[src/rtl/pipe_hazard_ctrl.sv]
// rtl/pipe_hazard_ctrl.sv - pipeline hazard, flush, freeze and halt controller (optional stall counter: HAZARD_STALL_CNT_EN)
module pipe_hazard_ctrl #(
    parameter int MDU_LAT = 4
) (
    input  logic        clk,
    input  logic        rst,
    input  logic [4:0]  id_rs,
    input  logic [4:0]  id_rt,
    input  logic        id_use_rs,
    input  logic        id_use_rt,
    input  logic [4:0]  ex_wbreg,
    input  logic        ex_regwrite,
    input  logic        ex_memtoreg,
    input  logic        br_taken_ex,
    input  logic        mdu_start_ex,
    input  logic        syscall_halt_ex,
    input  logic        resume,
    output logic        pc_en,
    output logic        ifid_en,
    output logic        ifid_clr,
    output logic        idex_en,
    output logic        idex_clr,
    output logic        idex_bb,
    output logic        exmem_en,
    output logic        halted,
    output logic [31:0] stall_cycles
);

    typedef enum logic [1:0] {
        RUN      = 2'd0,
        MDU_BUSY = 2'd1,
        MDU_DONE = 2'd2,
        HALT     = 2'd3
    } state_t;

    // Busy cycles after the triggering RUN cycle; the RUN cycle is the first freeze cycle.
    localparam logic [3:0] MDU_LOAD = 4'(MDU_LAT - 2);

    state_t     state;
    logic [3:0] cnt;

    logic freeze;
    logic sys_ev;
    logic br_ev;
    logic lu_hit;
    logic lu_ev;

    // Event decode in priority order: freeze, syscall halt, branch flush, load-use.
    always_comb begin
        freeze = (state == MDU_BUSY) || (state == HALT) ||
                 ((state == RUN) && mdu_start_ex);
        lu_hit = ex_memtoreg && ex_regwrite && (ex_wbreg != 5'd0) &&
                 ((id_use_rs && (id_rs == ex_wbreg)) ||
                  (id_use_rt && (id_rt == ex_wbreg)));
        sys_ev = !freeze && syscall_halt_ex;
        br_ev  = !freeze && !syscall_halt_ex && br_taken_ex;
        lu_ev  = !freeze && !syscall_halt_ex && !br_taken_ex && lu_hit;
    end

    // Pipeline register controls; reset holds every stage and clears the front end.
    always_comb begin
        pc_en    = 1'b1;
        ifid_en  = 1'b1;
        ifid_clr = 1'b0;
        idex_en  = 1'b1;
        idex_clr = 1'b0;
        idex_bb  = 1'b0;
        exmem_en = 1'b1;
        halted   = 1'b0;
        if (rst) begin
            pc_en    = 1'b0;
            ifid_en  = 1'b0;
            idex_en  = 1'b0;
            exmem_en = 1'b0;
            ifid_clr = 1'b1;
            idex_clr = 1'b1;
        end else begin
            halted = (state == HALT);
            if (freeze) begin
                pc_en    = 1'b0;
                ifid_en  = 1'b0;
                idex_en  = 1'b0;
                exmem_en = 1'b0;
            end else if (sys_ev) begin
                pc_en    = 1'b0;
                ifid_clr = 1'b1;
                idex_clr = 1'b1;
            end else if (br_ev) begin
                ifid_clr = 1'b1;
                idex_clr = 1'b1;
            end else if (lu_ev) begin
                pc_en   = 1'b0;
                ifid_en = 1'b0;
                idex_bb = 1'b1;
            end
        end
    end

    // Control FSM: MDU freeze countdown, one-cycle MDU_DONE guard, halt/resume.
    always_ff @(posedge clk or posedge rst) begin
        if (rst) begin
            state <= RUN;
            cnt   <= 4'd0;
        end else begin
            case (state)
                RUN: begin
                    if (mdu_start_ex) begin
                        cnt   <= MDU_LOAD;
                        state <= MDU_BUSY;
                    end else if (syscall_halt_ex) begin
                        state <= HALT;
                    end
                end
                MDU_BUSY: begin
                    if (cnt == 4'd0) begin
                        state <= MDU_DONE;
                    end else begin
                        cnt <= cnt - 4'd1;
                    end
                end
                MDU_DONE: begin
                    // mdu_start_ex still reflects the finished instruction here, so it is ignored.
                    if (syscall_halt_ex) begin
                        state <= HALT;
                    end else begin
                        state <= RUN;
                    end
                end
                HALT: begin
                    if (resume) begin
                        state <= RUN;
                    end
                end
                default: state <= RUN;
            endcase
        end
    end

`ifdef HAZARD_STALL_CNT_EN
    logic [31:0] stall_q;

    // Count front-end stall cycles outside HALT, saturating at all ones.
    always_ff @(posedge clk or posedge rst) begin
        if (rst) begin
            stall_q <= 32'd0;
        end else if (!pc_en && (state != HALT) && (stall_q != 32'hFFFF_FFFF)) begin
            stall_q <= stall_q + 32'd1;
        end
    end

    assign stall_cycles = stall_q;
`else
    assign stall_cycles = 32'd0;
`endif

endmodule
[config.mk]
export PLATFORM = sky130hd
export DESIGN_NAME = pipe_hazard_ctrl
export DESIGN_NICKNAME = d
export VERILOG_FILES = /design/src/rtl/pipe_hazard_ctrl.sv
export SDC_FILE = /design/constraint.sdc
export NUM_CORES = 1
export LEC_CHECK = 0
export CAP_MARGIN = 20
export CORE_MARGIN = 4
export CORE_UTILIZATION = 35
export CTS_CLUSTER_SIZE = 16
export DETAILED_ROUTE_END_ITERATION = 10
export GPL_ROUTABILITY_DRIVEN = 0
export PLACE_DENSITY = 0.89
export SETUP_SLACK_MARGIN = 0.15
export SYNTH_ARGS = -nofsm -noshare
export SYNTH_HDL_FRONTEND = slang
export SYNTH_SLANG_ARGS = --single-unit
[constraint.sdc]
create_clock -name clk -period 4.77 [get_ports clk]
set_input_delay 0.7155 -clock clk [delete_from_list [all_inputs] [get_ports clk]]
set_output_delay 0.7155 -clock clk [all_outputs]
set_load 0.05 [all_outputs]
==> results of run 1 <==
-- worst register-to-register path: cells and delay by family, from the launching register on --
kind | cells | cell delay, ns
AND/OR/NAND/NOR | 2 | 0.67
multiplexers | 1 | 0.27
buffers and inverters | 1 | 0.11
adder cells (fa/ha/maj) | 1 | 0.15
flip-flops | 1 | 0.37
-- metal layers --
| metal | track usage [%] | vias to the layer above |
|---|---|---|
| li1 | - | 325 |
| met1 | 13.7 | 304 |
| met2 | 22.1 | 48 |
| met3 | 4.43 | 4 |
| met4 | 6.94 | 0 |
| met5 | 0 | - |
-- per-stage QoR --
stage / area [um2] / util (%) / hold WS, ns / power (W)
3_3_place_gp: 1010 / 48.8 / 0.516 / 0.000385
6_report: 1030 / 49.9 / 0.557 / 0.000443
4_1_cts: 1030 / 49.9 / 0.564 / 0.000446
5_1_grt: 1030 / 49.9 / 0.612 / 0.000477
3_5_place_dp: 1010 / 48.8 / 0.551 / 0.000397
2_1_floorplan: 907 / - / 0.498 / 0.000346
-- cell usage in the layout (no fill, tap or decap) --
cell	n
dfrtp_1	6
o22ai_1	2
and2_4	1
mux2_2	1
nand2b_4	1
clkdlybuf4s50_1	32
clkbuf_4	3
ha_1	2
or2b_1	1
conb_1	32
inv_1	3
nor3b_1	1
or3b_2	1
nor2b_1	2
a21oi_1	2
a21boi_0	1
nand2_1	3
nand3_1	3
a311oi_1	1
a2111oi_2	1
o21ai_0	1
xor2_1	2
and4b_1	1
nor3_1	3
nor2_1	9
nor4_1	1
or4_1	1
nand4_1	2
xnor2_1	10
-- path summary, 6_finish.rpt --
check	from	endpoint	slack (ns)	cells past startpoint
setup / recovery	ex_wbreg[1]	pc_en	0.96	6
hold / removal	cnt[3]$_DFFE_PP0P_	cnt[3]$_DFFE_PP0P_	0.56	2
setup reg to reg	cnt[0]$_DFFE_PP0P_	cnt[0]$_DFFE_PP0P_	3.10	5
hold reg to reg	cnt[3]$_DFFE_PP0P_	cnt[3]$_DFFE_PP0P_	0.56	2
max in group asynchronous	rst	cnt[1]$_DFFE_PP0P_	3.74	2
min in group asynchronous	rst	state[1]$_DFFE_PP0P_	0.82	2
-- logic make-up after synthesis --
kind of cell / synth area share [%]
mux: 1.42
xor+xnor: 13.3
flops: 19.0
simple gates: 21.5
compound gates: 7.44
fa+ha+maj: 3.16
buf+inv: 33.7
other cells: 0.474
-- state kept, by name (all words and copies together) (netlist names) --
name   count
cnt        4
state      2
-- final cells by class --
class | count | share of cell area, %
well taps | 27 | 3.28
inverters | 3 | 1.09
multi-input cells | 85 | 47.7
repair buffers | 32 | 31.1
flip-flops and latches | 6 | 14.6
clock buffers | 3 | 2.19
-- synth_stat cells --
library cell,count
a2111oi_2,1
a21boi_0,1
a21oi_1,2
a311oi_1,1
and2_4,1
and4b_1,1
buf_4,34
conb_1,1
dfrtp_1,6
ha_1,2
inv_1,3
mux2_2,1
nand2_1,3
nand2b_4,1
nand3_1,3
nand4_1,2
nor2_1,9
nor2b_1,2
nor3_1,3
nor3b_1,1
nor4_1,1
o21ai_0,1
o22ai_1,2
or2b_1,1
or3b_2,1
or4_1,1
xnor2_1,10
xor2_1,2
-- power by group --
group          internal [W]   total, W  leakage (nW)  switching (W)
logic              0.000107   0.000293         0.367       0.000185
registers         0.0000767   0.000102        0.0722      0.0000255
clock network     0.0000285  0.0000481        0.0138      0.0000196
total              0.000212   0.000443         0.453       0.000230
==> results.cfg, run 1 <==
[run_status]
status = finished, final reports clean

[routing]
first_pass_iters = 4
vias_per_cell = 4.37
ant_nets = 0
vias = 681
drt-met1-wl_um = 737
routed-wl-met3_um = 189
drt_wl_total_um = 1860
highest_layer = met4
drt_iter0_drc = 9
drc_errors = 0
wl_met2_um = 894
route.detailed.wl_per_inst_um = 11.9

[sta]
fmax_mhz = 263
report.final.slew_viol_count = 0
fin_tns_setup_ns = 0
timing.slew.headroom_pct = 64.2
hold_viol_final = 0
fin_ws_ns = 0.964
clock_skew_ns = 0.000122
worst-slew-pin-transition_ns = 0.536
setup_viol = 0
min_period_over_period_pct = 79.8
rsz0062_at_grt = no
period_needed_ns = 3.81

[logic_synthesis]
ys_top_cells_by_area = buf_4, dfrtp_1, xnor2_1
synth_cells = 97
mappedNetlistArea_um2 = 791
seq_area_frac_synth_pct = 19.0
ys_ff_latch = 6
ys_types = 28
synth.top_cell.area_share_pct = 32.3
yosys.area.top_type = buf_4
yosys_warnings = 0
synth_area_per_cell_um2 = 8.15

[critical_path]
crit_fanout = 3
crit_path_max_incr_delay_ns = 0.86
cp_top_family = buffers and inverters
required_ns = 4.05
path_class = in2out
cp.buffers_inverters = 2
arrival_ns = 3.09
cp_slowest_cell = clkdlybuf4s50_1
crit_path_frequent_cell = clkdlybuf4s50_1
critPathLaunchType = input pin
cp-end-kind = primary output
crit_path_cell_trace = clkdlybuf4s50_1 > or4_1 > nor2_1 > nor3_1 > a2111oi_2 > clkdlybuf4s50_1

[floorplanning]
start_util_pct = 38.3
die-area_mm2 = 0.00308
die-width_um = 55.5
io_pins = 65
num_rows = 16
die_h_um = 55.5
core-area_mm2 = 0.00206

[layout]
synthToLayoutAreaGrowth_pct = 30.1
n_antenna_cell = 0
nets = 158
fillers = 205
seq_area_um2 = 150
fin_cells = 156
final_layout_size_suffix_gt1_share_pct = 6.20
multi_input_area_um2 = 490

[power_and_ir_drop]
power_density_mw_per_mm2 = 431
leakagePower_nw = 0.453
ir_drop_uv = 235

[global_route]
grt_max_degree = 9
grt_first_pass_wirelength_um = 3210
grt_use_total_pct = 12.9
grt_pass1_vias = 706
grt_overflow = 0
antenna_found_initial = 0

[min_path]
hold_class = reg2reg

[job]
cap_violations = 0

[clock_tree]
clockRootBuffer = clkbuf_4
cts_buffers = 3
clockBufferDepth = 2
cts_resized = 0
clk_latency_ns = 0.25
htreeDepth = 1
clock_sinks = 6
postCtsSetupRepairBufs = 0
cts_tree = yes
clk_pin_slew_worst_paths_ns = 0.05
hold_buffers = 0

[place]
dp_hpwl_um = 1650
post-place-ws_ns = 0.953
place_inst = 153
port_buffers = 32
Note: power is estimated with default switching activity, not from simulation.
==> inputs of run 2 (changes only) <==
--- a/config.mk
+++ b/config.mk
@@ -7,11 +7,11 @@
 export LEC_CHECK = 0
 export CAP_MARGIN = 20
 export CORE_MARGIN = 4
-export CORE_UTILIZATION = 35
+export CORE_UTILIZATION = 32
 export CTS_CLUSTER_SIZE = 16
 export DETAILED_ROUTE_END_ITERATION = 10
 export GPL_ROUTABILITY_DRIVEN = 0
-export PLACE_DENSITY = 0.89
+export PLACE_DENSITY = 0.83
 export SETUP_SLACK_MARGIN = 0.15
 export SYNTH_ARGS = -nofsm -noshare
 export SYNTH_HDL_FRONTEND = slang
==> constraint.sdc (replaced) <==
create_clock -name clk -period 3.8 [get_ports clk]
set_input_delay 0.57 -clock clk [delete_from_list [all_inputs] [get_ports clk]]
set_output_delay 0.57 -clock clk [all_outputs]
set_load 0.05 [all_outputs]
==> results.cfg, run 2 (synthesized netlist as in run 1, its figures left out) <==
[floorplanning]
core-area_mm2 = 0.00228
die_h_um = 57.7
die-area_mm2 = 0.00333
io_pins = 65
num_rows = 17
start_util_pct = 34.7
die-width_um = 57.7

[sta]
fmax_mhz = 302
timing.slew.headroom_pct = 65.9
rsz0062_at_grt = no
min_period_over_period_pct = 87.2
worst-slew-pin-transition_ns = 0.510
report.final.slew_viol_count = 0
clock_skew_ns = 0.00417
setup_viol = 0
hold_viol_final = 0
period_needed_ns = 3.32
fin_tns_setup_ns = 0

[critical_path]
r2r-end = cnt[0]$_DFFE_PP0P_
critPathLaunchType = input pin
crit_path_start = ex_wbreg[2]
path_class = in2out
required_ns = 3.23
rr_worst_depth = 5
endpoint = ifid_en
r2r_slack_ns = 2.11
arrival_ns = 2.75
crit_fanout = 3
worstReg2RegStart = cnt[0]$_DFFE_PP0P_
cp-end-kind = primary output

[power_and_ir_drop]
finalPower_w = 0.000554
leakagePower_nw = 0.455
power_density_mw_per_mm2 = 539
ir_drop_uv = 347

[global_route]
grt_max_degree = 9
grt_first_pass_wirelength_um = 2470
grt_use_total_pct = 9.48
grt_pass1_vias = 572
grt_overflow = 0
antenna_found_initial = 0

[routing]
drt_iter0_drc = 2
vias = 660
route.detailed.wl_per_inst_um = 11.0
ant_nets = 0
vias_per_cell = 4.20
drt_wl_total_um = 1730
first_pass_iters = 4
drc_errors = 0

[clock_tree]
clock_sinks = 6
postCtsSetupRepairBufs = 0
clk_latency_ns = 0.25
cts_resized = 0
clockBufferDepth = 2
cts_buffers = 3
hold_buffers = 0
htreeDepth = 1
clk_pin_slew_worst_paths_ns = 0.04
clockRootBuffer = clkbuf_4
cts_tree = yes

[layout]
fin_util_pct = 45.1
final_layout_size_suffix_gt1_share_pct = 6.98
layout_commonest_cell = conb_1
layout_common_cells = conb_1, clkdlybuf4s50_1, xnor2_1, nor2_1, dfrtp_1
seq_area_um2 = 150
n_antenna_cell = 0
reg_top3 = cnt: 4 flops, state: 2 flops
synthToLayoutAreaGrowth_pct = 29.9
fin_cells = 157
top_register = cnt
largest_reg_flops = 4
final_area_mm2 = 0.00103
fillers = 237
multi_input_area_um2 = 490
nets = 158

[place]
place_inst = 154
dp_hpwl_um = 1490
port_buffers = 32
post_dp_cell_area_mm2 = 0.00100

[run_status]
status = finished, final reports clean

[job]
cap_violations = 0

[min_path]
hold_class = reg2reg
==> run 2: metal layers <==
layer	track usage, %	vias to the layer above	part of all wire (%)
met2	15.5	42	49
li1	-	322	-
met4	5.96	0	1.7
met3	3.34	4	14
met1	10.4	292	35
met5	0	-	0
==> run 2: critical path, stage by stage <==
cell and delay (ns):
clkdlybuf4s50_1 0.48, or4_1 0.53, nor2_1 0.10, nor3_1 0.08, a21boi_0 0.16, clkdlybuf4s50_1 0.83
==> run 2: final cells by class <==
class / instances / area share (%)
inverter: 3 / 1.10
timing repair buffer: 32 / 30.9
multi-input combinational: 85 / 47.7
clock buffer: 3 / 2.19
sequential: 6 / 14.6
tap: 28 / 3.41
==> run 2: power by group <==
| group | total, W | internal [W] | switching [W] | leakage [nW] |
|---|---|---|---|---|
| clock | 0.0000598 | 0.0000358 | 0.0000240 | 0.0138 |
| sequential | 0.000130 | 0.0000963 | 0.0000335 | 0.0722 |
| combinational | 0.000364 | 0.000134 | 0.000230 | 0.369 |
==> run 2: worst min path at each step <==
stage	start	end	slack, ns	cells after the start
final	cnt[3]$_DFFE_PP0P_	cnt[3]$_DFFE_PP0P_	0.55	2
after global routing	cnt[3]$_DFFE_PP0P_	cnt[3]$_DFFE_PP0P_	0.56	2
after CTS	cnt[3]$_DFFE_PP0P_	cnt[3]$_DFFE_PP0P_	0.55	2
after detailed placement	cnt[3]$_DFFE_PP0P_	cnt[3]$_DFFE_PP0P_	0.54	2
after global placement	cnt[3]$_DFFE_PP0P_	cnt[3]$_DFFE_PP0P_	0.52	2
after floorplan	rst	cnt[0]$_DFFE_PP0P_	0.37	1
==> run 2: stage by stage <==
step | hold WS (ns) | setup WS, ns
finish | 0.548 | 0.485
global route | 0.562 | 0.332
CTS | 0.548 | 0.474
detailed placement | 0.538 | 0.487
global placement | 0.518 | 0.499
floorplan | 0.367 | 0.439
